File: src/rtl/id_ex_latch.sv
// ----------------------------------------------------------------------------
// id_ex_latch
//   ID/EX pipeline register with load-use hazard detection, flush and EX hold.
//   Each clock edge applies exactly one action: flush > ex_hold > hazard > load.
//   Flush, hazard and an empty ID slot all insert a bubble; only a hazard
//   bubble is counted in bubble_cnt, which saturates instead of wrapping.
//
// Ports
//   clk, rst_n           : clock, asynchronous active-low reset
//   flush                : branch/jump redirect from EX, kills the ID instruction
//   ex_hold              : EX busy, freezes the latch
//   id_*                 : decoded instruction fields from ID
//   ex_*                 : registered EX-stage copies of id_*
//   stall_id             : combinational, holds PC and IF/ID this cycle
//   bubble_cnt           : saturating count of load-use bubbles
// ----------------------------------------------------------------------------
module id_ex_latch #(
    parameter int XLEN  = 32,
    parameter int CNT_W = 16
) (
    input  logic             clk,
    input  logic             rst_n,
    input  logic             flush,
    input  logic             ex_hold,
    input  logic             id_valid,
    input  logic [XLEN-1:0]  id_pc,
    input  logic [4:0]       id_rs1,
    input  logic [4:0]       id_rs2,
    input  logic [4:0]       id_rd,
    input  logic [XLEN-1:0]  id_imm,
    input  logic             id_use_imm,
    input  logic             id_reg_we,
    input  logic             id_mem_re,
    input  logic             id_mem_we,
    input  logic [3:0]       id_alu_op,
    input  logic [XLEN-1:0]  id_rs1_data,
    input  logic [XLEN-1:0]  id_rs2_data,
    output logic             ex_valid,
    output logic [XLEN-1:0]  ex_pc,
    output logic [4:0]       ex_rs1,
    output logic [4:0]       ex_rs2,
    output logic [4:0]       ex_rd,
    output logic [XLEN-1:0]  ex_imm,
    output logic             ex_use_imm,
    output logic             ex_reg_we,
    output logic             ex_mem_re,
    output logic             ex_mem_we,
    output logic [3:0]       ex_alu_op,
    output logic [XLEN-1:0]  ex_rs1_data,
    output logic [XLEN-1:0]  ex_rs2_data,
    output logic             stall_id,
    output logic [CNT_W-1:0] bubble_cnt
);

    // All-zero encoding is the bubble: x0 indices never match forwarding.
    typedef struct packed {
        logic            valid;
        logic [XLEN-1:0] pc;
        logic [4:0]      rs1;
        logic [4:0]      rs2;
        logic [4:0]      rd;
        logic [XLEN-1:0] imm;
        logic            use_imm;
        logic            reg_we;
        logic            mem_re;
        logic            mem_we;
        logic [3:0]      alu_op;
        logic [XLEN-1:0] rs1_data;
        logic [XLEN-1:0] rs2_data;
    } ex_t;

    localparam logic [CNT_W-1:0] CNT_ONE = CNT_W'(1);

    function automatic logic [CNT_W-1:0] sat_inc(input logic [CNT_W-1:0] v);
        return (&v) ? v : v + CNT_ONE;
    endfunction

    ex_t              r_ex;
    logic [CNT_W-1:0] r_bubble_cnt;
    ex_t              w_id;
    logic             w_hazard;

    always_comb begin
        w_id          = '0;
        w_id.valid    = 1'b1;
        w_id.pc       = id_pc;
        w_id.rs1      = id_rs1;
        w_id.rs2      = id_rs2;
        w_id.rd       = id_rd;
        w_id.imm      = id_imm;
        w_id.use_imm  = id_use_imm;
        w_id.reg_we   = id_reg_we;
        w_id.mem_re   = id_mem_re;
        w_id.mem_we   = id_mem_we;
        w_id.alu_op   = id_alu_op;
        w_id.rs1_data = id_rs1_data;
        w_id.rs2_data = id_rs2_data;
    end

    // rs2 is irrelevant when operand B comes from the immediate.
    assign w_hazard = id_valid && r_ex.valid && r_ex.mem_re && (r_ex.rd != 5'd0) &&
                      ((r_ex.rd == id_rs1) || (!id_use_imm && (r_ex.rd == id_rs2)));

    // A flush discards the ID instruction, so there is nothing to hold upstream.
    assign stall_id = !flush && (ex_hold || w_hazard);

    // ID -> EX register
    always_ff @(posedge clk or negedge rst_n) begin
        if (!rst_n) begin
            r_ex         <= '0;
            r_bubble_cnt <= '0;
        end else if (flush) begin
            r_ex <= '0;
        end else if (ex_hold) begin
            r_ex <= r_ex;
        end else if (w_hazard) begin
            r_ex         <= '0;
            r_bubble_cnt <= sat_inc(r_bubble_cnt);
        end else begin
            r_ex <= id_valid ? w_id : '0;
        end
    end

    assign ex_valid    = r_ex.valid;
    assign ex_pc       = r_ex.pc;
    assign ex_rs1      = r_ex.rs1;
    assign ex_rs2      = r_ex.rs2;
    assign ex_rd       = r_ex.rd;
    assign ex_imm      = r_ex.imm;
    assign ex_use_imm  = r_ex.use_imm;
    assign ex_reg_we   = r_ex.reg_we;
    assign ex_mem_re   = r_ex.mem_re;
    assign ex_mem_we   = r_ex.mem_we;
    assign ex_alu_op   = r_ex.alu_op;
    assign ex_rs1_data = r_ex.rs1_data;
    assign ex_rs2_data = r_ex.rs2_data;
    assign bubble_cnt  = r_bubble_cnt;

endmodule

File: config.mk
export PLATFORM = sky130hd
export DESIGN_NAME = id_ex_latch
export DESIGN_NICKNAME = d
export VERILOG_FILES = /design/src/rtl/id_ex_latch.sv
export SDC_FILE = /design/constraint.sdc
export NUM_CORES = 1
export LEC_CHECK = 0
export CORE_UTILIZATION = 40
export DETAILED_ROUTE_END_ITERATION = 10
export PLACE_DENSITY_LB_ADDON = 0.2
export SYNTH_ARGS = -nofsm -noshare
export SYNTH_HDL_FRONTEND = slang
export SYNTH_SLANG_ARGS = --single-unit
File: constraint.sdc
create_clock -name clk -period 2.3 [get_ports clk]
set_input_delay 0.46 -clock clk [delete_from_list [all_inputs] [get_ports clk]]
set_output_delay 0.46 -clock clk [all_outputs]
set_load 0.005 [all_outputs]
After elaboration in Yosys (flattened, before gate mapping)
Index checks and enable logic that the tools add are counted.
- register bits: 168
- RAM bits: 0
- memories: 0
- word-level logic and storage cells: 38
- latch bits: 0
- bits in read-only memories: 0
- output and inout port bits: 169
- multiply operators: 0
- bitwise operators: 3
- reduce and logical (&&, ||, !) cells: 13
- $lt $le $gt $ge: 0
- muxes and demuxes: 4
- div/mod/pow operators: 0
- shift-type cells: 0
- eq/ne operators: 3
- add/sub/neg operators: 1
- operators with widths (operator ; number):
    $mux 152 ; 4
    $add 16x1->16 const B ; 1
    $reduce_and 16->1 ; 1
    $eq 5x5->1 ; 2
    $logic_and 1x1->1 ; 6
    $reduce_bool 5->1 ; 1
    $reduce_and 4->1 ; 1
    $not 1->1 ; 3
    $logic_not 1->1 ; 2
    $logic_or 1x1->1 ; 2
    $ne 2x2->1 const B ; 1

Longest topological paths before layout
- word-level depth: 7
- mapped depth: 8
- mapped depth without buffers: 6

Least setup slack after synthesis
Ideal clock, no wire load.
- path type: reg-to-reg
- start: register r_ex (netlist bit ex_rd[0])
- end: register r_ex (netlist bit ex_rd[0])
- cell stages (with the launch flop): 9
- data required time: 2.179 ns
- setup time: 0.121 ns
- clock period less this slack: 2.144 ns
- arrival: 2.023 ns
- slack: 0.156 ns
- cell sequence: dfrtp_1 xnor2_1 nand4_1 o32a_1 o31a_1 buf_2 buf_6 buf_6 a22o_1
- longest elaborated chain between the ends: 7
- RTL lines (element ; RTL line ; RTL):
    from (decl) ; 78 ; ex_t r_ex;
    from (signal assigned) ; 115 ; r_ex <= r_ex;
    from (signal assigned) ; 120 ; r_ex <= id_valid ? w_id : '0;
    $eq 5x5->1 ; 102 ; ((r_ex.rd == id_rs1) || (!id_use_imm && (r_ex.rd == id_rs2)));
    $logic_and 1x1->1 ; 102 ;
    $logic_or 1x1->1 ; 102 ;
    $logic_and 1x1->1 * ; 101 ; assign w_hazard = id_valid && r_ex.valid && r_ex.mem_re && (r_ex.rd != 5'd0) &&
    $mux 152 * ; 116 ; end else if (w_hazard) begin
    $mux 152 * ; 114 ; end else if (ex_hold) begin
    $mux 152 * ; 112 ; end else if (flush) begin
Every way passes the cells marked *; elsewhere a longest branch is shown, timed or not. The select of a mux whose other input is x is not followed.
A chain may end at the register's enable or synchronous reset.

Worst setup path after layout
- start: input id_rs2[3]
- end: output stall_id
- longest elaborated chain between the ends: 6
- RTL lines (element ; RTL line ; RTL):
    from (decl) ; 28 ; input logic [4:0] id_rs2,
    $eq 5x5->1 ; 102 ;
    $logic_and 1x1->1 ; 102 ;
    $logic_or 1x1->1 ; 102 ;
    $logic_and 1x1->1 ; 101 ;
    $logic_or 1x1->1 ; 105 ; assign stall_id = !flush && (ex_hold || w_hazard);
    $logic_and 1x1->1 ; 105 ;
    to (decl) ; 51 ; output logic stall_id,
Every way passes these cells.

==> metrics <==
outcome=complete, but fails checks; failing checks=negative setup slack; worst-path maximum fanout=2; total power=between 0.007 and 0.008 W; Worst path slowest cell=clkdlybuf4s50_1; Max VDD drop=between 400 and 500 uV; final clock skew=approximately 11 ps; via/cell ratio=between 5 and 6; worst path cell trace=clkdlybuf4s50_1 > xor2_1 > o32a_1 > or3_1 > a21oi_2 > buf_2; Syn-to-layout area delta=71.9%; Bufs and invs on worst path=2; WP depth=6; Seq cells post-synth=~170; layout cells sized above 1=between 10% and 20%; CP arrival=slightly above 2000 ps; Synth Instances=about 440; min cycle time layout=between 2000 and 3000 ps; maximum capacitance violations=0; delay-heaviest family, CP=buffers and inverters; TritonCTS clock tree=done; Vias=approximately 5,300; chip width=roughly 130 um; core region area=~0.015 sq mm; port bufs=~320; footprint of the multi-input gates=around 0.0019 sq mm; nets@finish=940; synthesized area=~0.0063 sq mm; drt drc=0; PD cells=~650 mW/mm^2; commonest non-fill, non-tap cells in the layout=clkdlybuf4s50_1 (317), dfrtp_1 (168), a22o_1 (151), clkbuf_16 (21), buf_4 (20); Critical Path End Type=primary output; die area=approximately 0.016 sq mm; Routed Antenna Nets=0; number of global-route vias before repair=between 5,000 and 6,000; Mapped Nets=roughly 590; Initial Utilization=between 40% and 50%; setup TNS=-207 ps; grt total ovfl=0; fin cells=1,007; RD Place Congestion=between 0.8 and 0.9; WL final=20.5 mm; crit path launch=id_rs2[3]; synth unique cells=28; CTS Buffer Depth=2; RSZ-0062 raised after global routing=yes; largest net degree at the start of global routing=65; Reg2Reg Setup Slack=around 60 ps; Worst Setup EP=stall_id; Data required, critical path=approximately 1800 ps; register area=roughly 0.0042 sq mm; clk_lat worst skew=430 ps; Post-synth EDFFs=0; antenna violations before repair=0; Worst setup SP type=input port; starting DRC count in detailed routing=roughly 270; Seq/Total Area, Yosys=around two thirds; Initial DRT Pass Iterations=7; dpl cells=964; Yosys warnings=0; Top FF cell, synth=dfrtp_1; Worst-path clk slew=60 ps; # diodes=0; worst setup path category=input port to primary output; Place WS=-888 ps; Total GRT Usage=24.1%; drt wl/cell=just over 20 um; Worst path max stage delay=roughly 460 ps; Avg Synthesized Cell Area=~14 sq um; fill count=1,043; R2R cell count=8; I/O Pins=between 300 and 400; Root Buffer=clkbuf_16; asr flop ratio synth=100%; Worst Tran Pin Value=between 400 and 500 ps; RR Startpoint=ex_rd[0]; Final WS setup=-207 ps; Fin. Hold Viols=0; relative slew slack=71.6%; H-tree Lvls=4; Num CTS Buffers=17; Setup-failing EPs final=1; CTS Sinks=168; first-pass GRT wire length=29.5 mm; DIE HEIGHT=around 130 um; # rows=between 40 and 50; Detailed Place HPWL=13.7 mm; Tcrit/Tclk final=109%; Worst Hold Class=input port to register; Peak Freq=0.399 GHz; commonest non-fill, non-tap cell in the layout=clkdlybuf4s50_1; final core occ=a little over 70%; RR Endpoint=ex_imm[3]; leakage=around 4.8 nW; max-slew violation count=0
[metal layers]
metal / track usage, % / part of all wire, %
met2: 39.1 / 49
met1: 29.0 / 40
met5: 0 / 0
met3: 9.09 / 9.1
met4: 9.66 / 1.8
[what timing repair did]
action / 4_1_cts / 5_1_grt
pin swaps: 10 / 1
hold buffers: 1 / 0
buffers inserted: 2 / 0
resized for setup: 15 / 9
endpoints found under the setup margin: 153 / 142
hold endpoints to repair: 37 / 0
gates cloned: 0 / 8
[power by group]
part | internal, W | leakage, nW | switching, W | total (W)
Sequential | 0.00306 | 2.29 | 0.0000622 | 0.00312
Combinational | 0.000558 | 2.22 | 0.000314 | 0.000872
Clock | 0.00186 | 0.310 | 0.00116 | 0.00303
[worst min path at each step]
stage	from	end	slack (ps)	depth (start not counted)
final	id_rs2[1]	ex_rs2[1]	450	2
after global routing	id_rs2[1]	ex_rs2[1]	460	2
after CTS	id_rs2[1]	ex_rs2[1]	430	2
after detailed placement	rst_n	ex_rs2_data[31]	400	1
after global placement	rst_n	ex_rs2_data[31]	400	1
after floorplan	rst_n	bubble_cnt[0]	160	0
[metrics by stage]
step                cell area, sq um  hold WS, ps
floorplan                       6270          164
global placement                9910          396
global route                   10800          463
CTS                            10600          428
finish                         10800          447
detailed placement              9910          400
[synth_stat cells, types with 2 or more instances]
| master | count | share of area (%) |
|---|---|---|
| a22o_1 | 151 | 21 |
| or4_1 | 2 | 0.24 |
| nand4_1 | 5 | 0.50 |
| buf_2 | 2 | 0.16 |
| buf_6 | 9 | 1.6 |
| dfrtp_1 | 168 | 67 |
| nor4_1 | 4 | 0.40 |
| xnor2_1 | 9 | 1.3 |
| nor2_1 | 6 | 0.36 |
| xor2_1 | 15 | 2.1 |
| nor3_1 | 10 | 0.80 |
| clkbuf_1 | 24 | 1.4 |
| nand2_1 | 7 | 0.42 |
| nor3b_1 | 2 | 0.24 |
| nand3_1 | 5 | 0.40 |
| a21o_1 | 2 | 0.24 |
| inv_1 | 2 | 0.12 |
| or3_1 | 2 | 0.20 |
[cell families after synthesis]
group	count (synthesis)	synth area share [%]
flip-flops	168	67.0
AO/OA/AOI/OAI	157	21.8
AND/OR/NAND/NOR	46	3.93
buffers and inverters	37	3.33
XOR/XNOR	24	3.35
multiplexers	2	0.339
adder cells (fa/ha/maj)	1	0.199
[flip-flops by register name (all words and copies together) (netlist names)]
register / cells
ex_rs2_data: 32
ex_imm: 32
ex_use_imm: 1
ex_rd: 5
ex_valid: 1
ex_alu_op: 4
ex_rs1_data: 32
ex_mem_re: 1
ex_rs1: 5
ex_pc: 32
ex_reg_we: 1
ex_mem_we: 1
ex_rs2: 5
bubble_cnt: 16
[layout make-up]
| class | count | share of cell area [%] |
|---|---|---|
| clock buffers | 23 | 4.62 |
| multi-input cells | 231 | 17.9 |
| flip-flops and latches | 168 | 39.0 |
| inverters | 2 | 0.0696 |
| clock inverters | 9 | 1.28 |
| well taps | 211 | 2.45 |
| repair buffers | 363 | 34.7 |
Power figures use the tool's default switching activity.
